--- config.mk ---
export PLATFORM = sky130hd
export DESIGN_NAME = ieee_divide
export DESIGN_NICKNAME = d
export VERILOG_FILES = /design/src/rtl/fp32_pkg.sv /design/src/rtl/mant_div_core.sv /design/src/rtl/ieee_divide.sv
export SDC_FILE = /design/constraint.sdc
export NUM_CORES = 1
export LEC_CHECK = 0
export BUFFER_PORTS_ARGS = -buffer_cell sky130_fd_sc_hd__buf_4
export CAP_MARGIN = 20
export CORE_MARGIN = 2
export CORE_UTILIZATION = 24
export DETAILED_ROUTE_END_ITERATION = 7
export GPL_TIMING_DRIVEN = 0
export HOLD_SLACK_MARGIN = 0.15
export MAX_ROUTING_LAYER = met4
export PLACE_DENSITY = 0.45
export SLEW_MARGIN = 40
export SYNTH_ARGS = -nofsm -noshare
export SYNTH_HDL_FRONTEND = slang
export SYNTH_SLANG_ARGS = --single-unit
export TNS_END_PERCENT = 30
--- constraint.sdc ---
create_clock -name clk -period 2.9 [get_ports clk]
set_input_delay 0 -clock clk [delete_from_list [all_inputs] [get_ports clk]]
set_output_delay 0 -clock clk [all_outputs]
set_load 0.02 [all_outputs]
--- src/rtl/fp32_pkg.sv ---
// Shared single-precision helpers: FSM state type, field constants and the
// unpack/classify functions used by the divider and the multiplier.
package fp32_pkg;

  localparam int FP_W      = 32;
  localparam int FP_EXP_W  = 8;
  localparam int FP_MANT_W = 23;
  localparam int FP_BIAS   = 127;

  localparam logic [FP_W-1:0]     FP_QNAN    = 32'h7FC00000;
  localparam logic [FP_EXP_W-1:0] FP_EXP_MAX = '1;

  typedef enum logic [1:0] {
    S_IDLE,
    S_CALC,
    S_NORM,
    S_DONE
  } fp_state_t;

  typedef struct packed {
    logic is_zero;
    logic is_inf;
    logic is_nan;
  } fp_class_t;

  function automatic logic fp_sign(input logic [FP_W-1:0] x);
    return x[FP_W-1];
  endfunction

  function automatic logic [FP_EXP_W-1:0] fp_exp(input logic [FP_W-1:0] x);
    return x[FP_W-2 -: FP_EXP_W];
  endfunction

  function automatic logic [FP_MANT_W-1:0] fp_mant(input logic [FP_W-1:0] x);
    return x[FP_MANT_W-1:0];
  endfunction

  // Exponent 0 is treated as zero (denormals flush), all-ones is inf/NaN.
  function automatic fp_class_t fp_classify(input logic [FP_W-1:0] x);
    fp_class_t cl;
    cl.is_zero = (fp_exp(x) == '0);
    cl.is_inf  = (fp_exp(x) == FP_EXP_MAX) && (fp_mant(x) == '0);
    cl.is_nan  = (fp_exp(x) == FP_EXP_MAX) && (fp_mant(x) != '0);
    return cl;
  endfunction

endpackage

--- src/rtl/mant_div_core.sv ---
// Restoring mantissa divider: one quotient bit per cycle, W+1 bits total.
// Produces q = floor(dividend * 2^W / divisor) for dividend < 2*divisor.
module mant_div_core #(
  parameter int W = 24
) (
  input  logic         clk,
  input  logic         rst,
  input  logic         load,
  input  logic [W-1:0] dividend,
  input  logic [W-1:0] divisor,
  output logic [W:0]   q,
  output logic         last
);

  localparam int CW = $clog2(W + 1);

  logic [W:0]    r_rem;
  logic [W:0]    r_q;
  logic [CW-1:0] r_cnt;
  logic          r_run;
  logic          r_last;

  logic          w_ge;
  logic [W-1:0]  w_diff;

  // Trial subtraction; the remainder stays below the divisor afterwards, so
  // W bits suffice before the shift.
  always_comb begin
    w_ge   = (r_rem >= {1'b0, divisor});
    w_diff = w_ge ? W'(r_rem - {1'b0, divisor}) : r_rem[W-1:0];
  end

  // Iterate W+1 times after load, then stop and pulse last for one cycle.
  always_ff @(posedge clk) begin
    if (rst) begin
      r_rem  <= '0;
      r_q    <= '0;
      r_cnt  <= '0;
      r_run  <= 1'b0;
      r_last <= 1'b0;
    end else begin
      r_last <= 1'b0;
      if (load) begin
        r_rem <= {1'b0, dividend};
        r_q   <= '0;
        r_cnt <= CW'(W);
        r_run <= 1'b1;
      end else if (r_run) begin
        r_rem <= {w_diff, 1'b0};
        r_q   <= {r_q[W-1:0], w_ge};
        if (r_cnt == '0) begin
          r_run  <= 1'b0;
          r_last <= 1'b1;
        end else begin
          r_cnt <= r_cnt - 1'b1;
        end
      end
    end
  end

  assign q    = r_q;
  assign last = r_last;

endmodule

--- src/rtl/ieee_divide.sv ---
// Sequential single-precision divider c = a / b with truncated result.
// Special operands finish in one cycle; normal operands run the restoring
// mantissa divider and are then normalised with overflow/underflow clamps.
module ieee_divide
  import fp32_pkg::*;
#(
  parameter int MANT_W = 23,
  parameter int EXP_W  = 8,
  parameter int BIAS   = 127
) (
  input  logic        clk,
  input  logic        rst,
  input  logic        start,
  input  logic [31:0] a,
  input  logic [31:0] b,
  output logic        busy,
  output logic        done,
  output logic [31:0] c
);

  localparam int QW  = MANT_W + 2;
  localparam int EXW = EXP_W + 2;
  localparam logic signed [EXW-1:0] BIAS_HI = EXW'(BIAS);
  localparam logic signed [EXW-1:0] BIAS_LO = EXW'(BIAS - 1);
  localparam logic signed [EXW-1:0] EX_MAX  = EXW'((1 << EXP_W) - 1);

  fp_state_t           r_state;
  logic                r_busy;
  logic                r_done;
  logic [31:0]         r_c;
  logic                r_sign;
  logic [EXP_W-1:0]    r_ea;
  logic [EXP_W-1:0]    r_eb;
  logic [MANT_W:0]     r_mb;

  fp_class_t           w_ca;
  fp_class_t           w_cb;
  logic                w_sign;
  logic                w_special;
  logic [31:0]         w_spec_c;
  logic [MANT_W:0]     w_ma;
  logic [MANT_W:0]     w_mb;
  logic                w_load;
  logic [QW-1:0]       w_q;
  logic                w_last;
  logic signed [EXW-1:0] w_ex;
  logic [MANT_W-1:0]   w_mant;
  logic [31:0]         w_norm_c;

  // Operand unpack and special-case resolution, in priority order.
  always_comb begin
    w_ca      = fp_classify(a);
    w_cb      = fp_classify(b);
    w_sign    = fp_sign(a) ^ fp_sign(b);
    w_ma      = {|fp_exp(a), fp_mant(a)};
    w_mb      = {|fp_exp(b), fp_mant(b)};
    w_special = 1'b1;
    w_spec_c  = '0;
    if (w_ca.is_nan || w_cb.is_nan || (w_ca.is_zero && w_cb.is_zero) ||
        (w_ca.is_inf && w_cb.is_inf)) begin
      w_spec_c = FP_QNAN;
    end else if (w_ca.is_inf || w_cb.is_zero) begin
      w_spec_c = {w_sign, {EXP_W{1'b1}}, {MANT_W{1'b0}}};
    end else if (w_ca.is_zero || w_cb.is_inf) begin
      w_spec_c = {w_sign, {(EXP_W + MANT_W){1'b0}}};
    end else begin
      w_special = 1'b0;
    end
  end

  assign w_load = (r_state == S_IDLE) && start && !w_special;

  mant_div_core #(
    .W(MANT_W + 1)
  ) u_core (
    .clk     (clk),
    .rst     (rst),
    .load    (w_load),
    .dividend(w_ma),
    .divisor (r_mb),
    .q       (w_q),
    .last    (w_last)
  );

  // Normalise the quotient (range (2^23, 2^25)) and clamp the exponent.
  always_comb begin
    w_ex   = $signed({2'b00, r_ea}) - $signed({2'b00, r_eb}) +
             (w_q[QW-1] ? BIAS_HI : BIAS_LO);
    w_mant = w_q[QW-1] ? w_q[QW-2:1] : w_q[QW-3:0];
    if (!w_ex[EXW-1] && (w_ex >= EX_MAX)) begin
      w_norm_c = {r_sign, {EXP_W{1'b1}}, {MANT_W{1'b0}}};
    end else if (w_ex[EXW-1] || (w_ex == '0)) begin
      w_norm_c = {r_sign, {(EXP_W + MANT_W){1'b0}}};
    end else begin
      w_norm_c = {r_sign, w_ex[EXP_W-1:0], w_mant};
    end
  end

  // Control FSM with registered busy/done/c outputs.
  always_ff @(posedge clk) begin
    if (rst) begin
      r_state <= S_IDLE;
      r_busy  <= 1'b0;
      r_done  <= 1'b0;
      r_c     <= '0;
      r_sign  <= 1'b0;
      r_ea    <= '0;
      r_eb    <= '0;
      r_mb    <= '0;
    end else begin
      case (r_state)
        S_IDLE: begin
          if (start) begin
            r_sign <= w_sign;
            r_ea   <= fp_exp(a);
            r_eb   <= fp_exp(b);
            r_mb   <= w_mb;
            r_busy <= 1'b1;
            if (w_special) begin
              r_c     <= w_spec_c;
              r_done  <= 1'b1;
              r_state <= S_DONE;
            end else begin
              r_state <= S_CALC;
            end
          end
        end
        S_CALC: begin
          if (w_last) begin
            r_state <= S_NORM;
          end
        end
        S_NORM: begin
          r_c     <= w_norm_c;
          r_done  <= 1'b1;
          r_state <= S_DONE;
        end
        S_DONE: begin
          r_done  <= 1'b0;
          r_busy  <= 1'b0;
          r_state <= S_IDLE;
        end
        default: begin
          r_state <= S_IDLE;
          r_busy  <= 1'b0;
          r_done  <= 1'b0;
        end
      endcase
    end
  end

  assign busy = r_busy;
  assign done = r_done;
  assign c    = r_c;

endmodule

==> results.py, run 1 <==
metrics = {
    "logic_synthesis": {
        "dominantRegCellSynth": "dfxtp_1",
        "yosysUniqueCellTypes": 77,
        "synth_seq_area_share_pct": 33.47,
        "yosysMostFrequentCell": "nand2_1",
        "synth_seq_cells": 134,
        "synth_async_sr_flop_share_pct": 0,
        "synthCells": 1004,
        "syn_avg_cell_area_um2": 7.982,
        "yosys.area.top_type": "dfxtp_1",
        "ys_top_cells_by_area": "dfxtp_1 33%, mux2i_1 6.6%, nand2_1 6.6%",
        "netlist.area_leader.share_pct": 33.47,
        "yosys_warnings": 0,
        "synth_enable_flop_cells": 0,
        "synth_common_cells": "140 x nand2_1, 134 x dfxtp_1, 98 x nor2_1",
        "synth_nets": 1114,
        "synth_area_um2": 8014,
    },
    "cts": {
        "clockRootBuffer": "clkbuf_16",
        "insertion_delay_ps": 430,
        "clock_sinks": 134,
        "cts_tree": "yes",
        "clk_pin_slew_worst_paths_ps": 70,
        "cts_buffers": 17,
        "htreeDepth": 4,
        "cts_buffer_depth": 2,
    },
    "setup_path": {
        "cp.depth": 13,
        "required_ps": 3220,
        "rr_worst_depth": 13,
        "r2r_start": "r_eb[0]",
        "crit_family": "adder cells",
        "critPathKind": "flop to flop",
        "cp-start-kind": "flop",
        "crit_path_end_kind": "flop",
        "path_buf_inv": 3,
        "cp_slowest_cell": "fa_2",
        "critPathArrivalTime_ps": 3360,
        "r2r_slack_ps": -130,
        "r2r-end": "c[8]",
        "critPathMaxFanout": 6,
        "cpPeakStageDelay_ps": 550,
        "crit_chain": "ha_4, inv_2, fa_2, inv_2, ha_4, xor2_2, nand3b_1, maj3_2, or4_4, and3_4, nand4_4, clkbuf_16, o21ai_2",
    },
    "timing": {
        "fin_crit_sh_pct": 104.6,
        "hold_viol": 0,
        "fmax_mhz": 329.6,
        "finalSetupTns_ps": -2464,
        "fin_crit_ps": 3034,
        "setup_viol": 22,
        "clock_skew_ps": 10.40,
        "setup_ws_ps": -133.6,
        "maxSlewHeadroom_pct": 41.78,
        "whs_ps": 251.2,
        "slew_violations": 0,
        "tightest_slew_ps": 866.6,
        "rsz0062_at_grt": "yes",
    },
    "detailed_routing": {
        "wirelength_um": 26910,
        "drt-initial-drc-count": 393,
        "drc": 0,
        "dr.pass1.iters": 5,
        "vias": 7843,
        "viasPerCell": 4.711,
        "ant_nets": 0,
        "routedWlPerCell_um": 16.16,
    },
    "pwr": {
        "leakagePower_nw": 4.313,
        "finalPower_mw": 12.40,
        "power_density_nw_per_um2": 1089,
        "ir_drop_v": 0.0005133,
    },
    "layout": {
        "drive_above_1_share_pct": 23.47,
        "fillers": 3465,
        "nets": 1320,
        "final_cell_area_um2": 11380,
        "utilization_pct": 34.80,
        "num_antenna_cells": 0,
        "area_delta_synth_final_pct": 42.00,
    },
    "global_route": {
        "grt_pass1_vias": 7778,
        "antenna_found_initial": 1,
        "overflow": 0,
        "grt_first_pass_wirelength_um": 42490,
        "grt_max_degree": 17,
        "track_usage_pct": 15.79,
    },
    "floorplanning": {
        "die-area_um2": 34870,
        "start_util_pct": 24.51,
        "dieWidth_um": 186.7,
        "rows": 66,
        "fp.dieH_um": 186.7,
        "coreArea_um2": 32700,
        "ios": 101,
    },
    "placed_design": {
        "gp_congestion": 0.8573,
        "dp_hpwl_um": 20120,
        "io_buffers": 100,
        "place_area_um2": 9345,
    },
    "hold_path": {
        "hold_path.class": "input pin to flop",
        "worst_hold_path.endpoint": "c[31]",
        "hold_depth": 5,
        "min_from": "b[31]",
    },
    "job": {
        "drv_cap": 0,
    },
    "run_status": {
        "outcome": "complete, but fails checks",
        "violations": "setup timing",
    },
}
[logic make-up after synthesis]
| group | share of synthesized area, % |
|---|---|
| xor+xnor | 3.169 |
| buf+inv | 5.808 |
| flops | 33.47 |
| simple gates | 22.65 |
| fa+ha+maj | 7.026 |
| mux | 6.760 |
| compound gates | 21.11 |
[where the power goes]
group          internal [mW]  switching, mW
registers               2.17          0.283
clock network           1.33           1.02
logic                   3.29           4.30
[layer usage]
layer | vias up | GRT usage (%) | wire length (µm)
met2 | 162 | 25.42 | 12640
met5 | - | - | 0
met1 | 3673 | 20.30 | 12420
li1 | 3982 | - | -
met4 | 0 | 4.243 | 414
met3 | 26 | 2.896 | 1431
[worst max path at each step]
stage | from | slack (ps) | to
2_1_floorplan | r_ea[0] | 1 | c[10]
3_3_place_gp | r_mb[1] | -680 | u_core.r_rem[16]
3_5_place_dp | r_mb[1] | -690 | u_core.r_rem[16]
4_1_cts | r_eb[0] | -200 | c[18]
5_1_grt | r_eb[0] | -250 | c[4]
6_report | r_eb[0] | -130 | c[8]
[metrics by stage]
| step | setup WS, ps | cells |
|---|---|---|
| after CTS | -204.0 | 1650 |
| final | -133.6 | 1665 |
| after floorplan | 1.168 | 1004 |
| after global placement | -682.8 | 1546 |
| after global routing | -249.2 | 1665 |
| after detailed placement | -688.3 | 1546 |
[flip-flops by register name (all words and copies together), names as in the netlist, 2 cells and up]
register      count
c                32
u_core.r_rem     25
u_core.r_cnt      5
r_eb              8
r_mb             24
u_core.q         25
r_state           2
r_ea              8
[worst register-to-register path, delay by kind of cell (launching register included)]
family                     cells  cell delay [ps]
and+or+nand+nor                4              920
DFF                            1              370
adders and majority gates      4             1160
xor gates and xnor gates       1              150
AOI/OAI and AO/OA              1               40
buffers and inverters          3              290
[repair_timing]
action                                 4_1_cts  5_1_grt
setup endpoints to repair                   84       80
hold buffers                                67        0
gates resized for setup                     46       63
buffers inserted                            11       14
pin swaps                                   24       33
endpoints found under the hold margin       89        0
gates cloned                                 0        3
[cell type report]
type / count / area, µm² / area share [%]
Timing Repair Buffer: 194 / 1680 / 14.77
Buffer: 50 / 271.5 / 2.386
Inverter: 49 / 183.9 / 1.616
Clock buffer: 17 / 425.4 / 3.738
Multi-Input combinational cell: 764 / 5374 / 47.22
Clock inverter: 15 / 198.9 / 1.748
Tap cell: 442 / 553.0 / 4.860
Sequential cell: 134 / 2693 / 23.66
[layout by cell type (no fill, tap or decap), types with 5 or more instances in the layout]
cell type / instances
inv_8: 7
o21ai_0: 30
o21ai_2: 23
nor2_1: 95
a21oi_1: 85
ha_4: 15
nor2b_1: 8
dfxtp_2: 5
nand2_1: 137
dlygate4sd3_1: 67
o211ai_1: 9
and3_1: 6
nand2b_1: 8
clkbuf_1: 33
mux2i_1: 53
inv_1: 45
o21a_1: 10
inv_6: 5
nand3_1: 20
o31ai_1: 11
a211oi_1: 12
clkbuf_16: 20
dfxtp_1: 128
nor4_1: 14
xnor2_1: 14
buf_4: 124
nand4_1: 15
o41ai_1: 5
ha_1: 22
a21o_1: 5
o211a_1: 6
nor3_1: 27
xor2_1: 9
(Power assumes the default switching activity.)
==> run 2: changes to the inputs <==
- SETUP_SLACK_MARGIN: unset -> 0.1
==> run 2 against run 1 <==
Against the previous run:
- the run still ends with setup timing left
- global-route usage grew 0.34 points
- clock skew grew 2.8 ps
- final cell count grew 0.30%
- clock-buffer cell count is the same
- largest cell class unchanged
==> results.py, run 2 (same netlist as run 1, synthesis figures left out) <==
metrics = {
    "detailed_routing": {
        "routedWlPerCell_um": 16.56,
        "drc": 0,
        "vias": 7959,
        "dr.pass1.iters": 5,
        "viasPerCell": 4.766,
        "wirelength_um": 27660,
        "ant_nets": 0,
        "drt-initial-drc-count": 446,
    },
    "placed_design": {
        "io_buffers": 100,
        "dp_hpwl_um": 20300,
        "post-place-ws_ps": -639.9,
        "gp_congestion": 0.8721,
    },
    "timing": {
        "hold_viol": 0,
        "fmax_mhz": 321.3,
        "clock_skew_ps": 13.18,
        "maxSlewHeadroom_pct": 47.63,
        "setup_viol": 30,
        "fin_crit_sh_pct": 107.3,
        "rsz0062_at_grt": "yes",
        "fin_crit_ps": 3112,
        "finalSetupTns_ps": -5381,
        "setup_ws_ps": -212.5,
        "tightest_slew_ps": 785.6,
        "slew_violations": 0,
    },
    "layout": {
        "area_delta_synth_final_pct": 43.51,
        "largest_reg_flops": 32,
        "layout_commonest_cell": "nand2_1",
        "utilization_pct": 35.17,
        "final_cell_mix": "136 x nand2_1, 126 x buf_4, 120 x dfxtp_1",
        "nets": 1324,
        "drive_above_1_share_pct": 25.67,
    },
    "global_route": {
        "grt_first_pass_wirelength_um": 43330,
        "track_usage_pct": 16.13,
        "overflow": 0,
        "antenna_found_initial": 2,
        "grt_pass1_vias": 7935,
        "grt_max_degree": 17,
    },
    "cts": {
        "cts_tree": "yes",
        "cts_buffer_depth": 2,
        "htreeDepth": 4,
        "insertion_delay_ps": 430,
        "clk_pin_slew_worst_paths_ps": 70,
        "clock_sinks": 134,
        "cts_buffers": 17,
        "clockRootBuffer": "clkbuf_16",
    },
    "pwr": {
        "ir_drop_v": 0.0005723,
        "p_switching_mw": 5.796,
        "power_density_nw_per_um2": 1111,
        "leakagePower_nw": 4.331,
        "p_clk_share_pct": 18.5,
        "combPwrFrac_pct": 62.1,
        "internal-power_mw": 6.981,
        "switching_share_pct": 45.36,
        "power_frac_seq_pct": 19.4,
    },
    "setup_path": {
        "crit_chain": "ha_4, inv_2, fa_2, a211oi_4, o21a_1, o21ai_1, a21o_1, buf_8, or4_4, and3_4, buf_6, nand4_4, buf_12, o21ai_2",
        "path_buf_inv": 4,
        "crit_path_end_kind": "flop",
        "required_ps": 3220,
        "cpPeakStageDelay_ps": 520,
        "crit_family": "simple AND/OR/NAND/NOR gates",
        "cp-start-kind": "flop",
        "cp_slowest_cell": "or4_4",
        "critPathKind": "flop to flop",
        "critPathMaxFanout": 10,
        "critPathArrivalTime_ps": 3440,
    },
    "floorplanning": {
        "ios": 101,
        "fp.dieH_um": 186.7,
        "die-area_um2": 34870,
        "rows": 66,
        "coreArea_um2": 32700,
        "start_util_pct": 24.51,
        "dieWidth_um": 186.7,
    },
    "hold_path": {
        "hold_path.class": "input pin to flop",
    },
    "run_status": {
        "violations": "setup timing",
        "outcome": "complete, but fails checks",
    },
    "job": {
        "drv_cap": 0,
    },
}
==> run 2: changes by cell type in the layout (fill, tap and decap cells not counted), sizes merged <==
cell	previous run	this run
inv	61	59
clkbuf	57	56
diode	0	1
clkinv	1	3
buf	136	141
==> run 2: worst register-to-register path, delay by kind of cell, from the launching register on <==
family | cells | cell delay, ps
and+or+nand+nor | 3 | 840
AOI/OAI and AO/OA | 5 | 800
adders and majority gates | 2 | 550
buffers and inverters | 4 | 440
DFF | 1 | 370
==> run 2: metal layers <==
layer  GRT usage [%]  share of wire [%]  wire, µm  vias up
met2           26.78                 47     13140      188
met5               -                  0         0        -
met4           4.579                2.0       540        0
li1                -                  -         -     3992
met1           20.19                 46     12650     3743
met3           2.614                4.8      1334       36
==> run 2: area by class of cell <==
| class | instances | area [µm²] |
|---|---|---|
| Multi-Input combinational cell | 764 | 5430 |
| Clock inverter | 15 | 203.9 |
| Clock buffer | 17 | 425.4 |
| Sequential cell | 134 | 2705 |
| Inverter | 49 | 183.9 |
| Timing Repair Buffer | 193 | 1658 |
| Buffer | 55 | 339.1 |
| Tap cell | 442 | 553.0 |
| Fill cell | 3504 | 21200 |
| Antenna cell | 1 | 2.502 |
==> run 2: worst paths after layout <==
| kind | startpoint | end | slack [ps] | cells past startpoint |
|---|---|---|---|---|
| worst max register to register | r_eb[0] | c[18] | -210 | 14 |
| worst min register to register | r_mb[14] | r_mb[14] | 450 | 2 |
| worst max-delay path | r_eb[0] | c[18] | -210 | 14 |
| worst min-delay path | b[31] | c[31] | 280 | 5 |
==> run 2: repair_timing <==
action,CTS,global route
pin swaps,33,32
endpoints found under the hold margin,84,0
endpoints found under the setup margin,84,84
setup buffers,13,10
hold buffers,67,0
resized for setup,73,70
cloned,2,1
==> run 2: power groups by stage <==
| stage | sequential [mW] | combinational (mW) | clock [mW] |
|---|---|---|---|
| final | 2.48 | 7.94 | 2.36 |
| after global routing | 2.52 | 8.69 | 2.50 |
| after CTS | 2.45 | 7.24 | 2.41 |
| after detailed placement | 2.47 | 6.19 | 0 |
| after global placement | 2.46 | 6.21 | 0 |
| after floorplan | 2.42 | 4.55 | 0 |
==> run 2: per-stage QoR <==
step	power, mW	hold WS (ps)	instances	cell area, µm²
global route	13.70	284.1	1670	11500
CTS	12.11	278.2	1658	11130
finish	12.78	279.2	1670	11500
floorplan	6.971	108.5	1004	8059
detailed placement	8.651	220.3	1546	9382
global placement	8.671	221.3	1546	9363
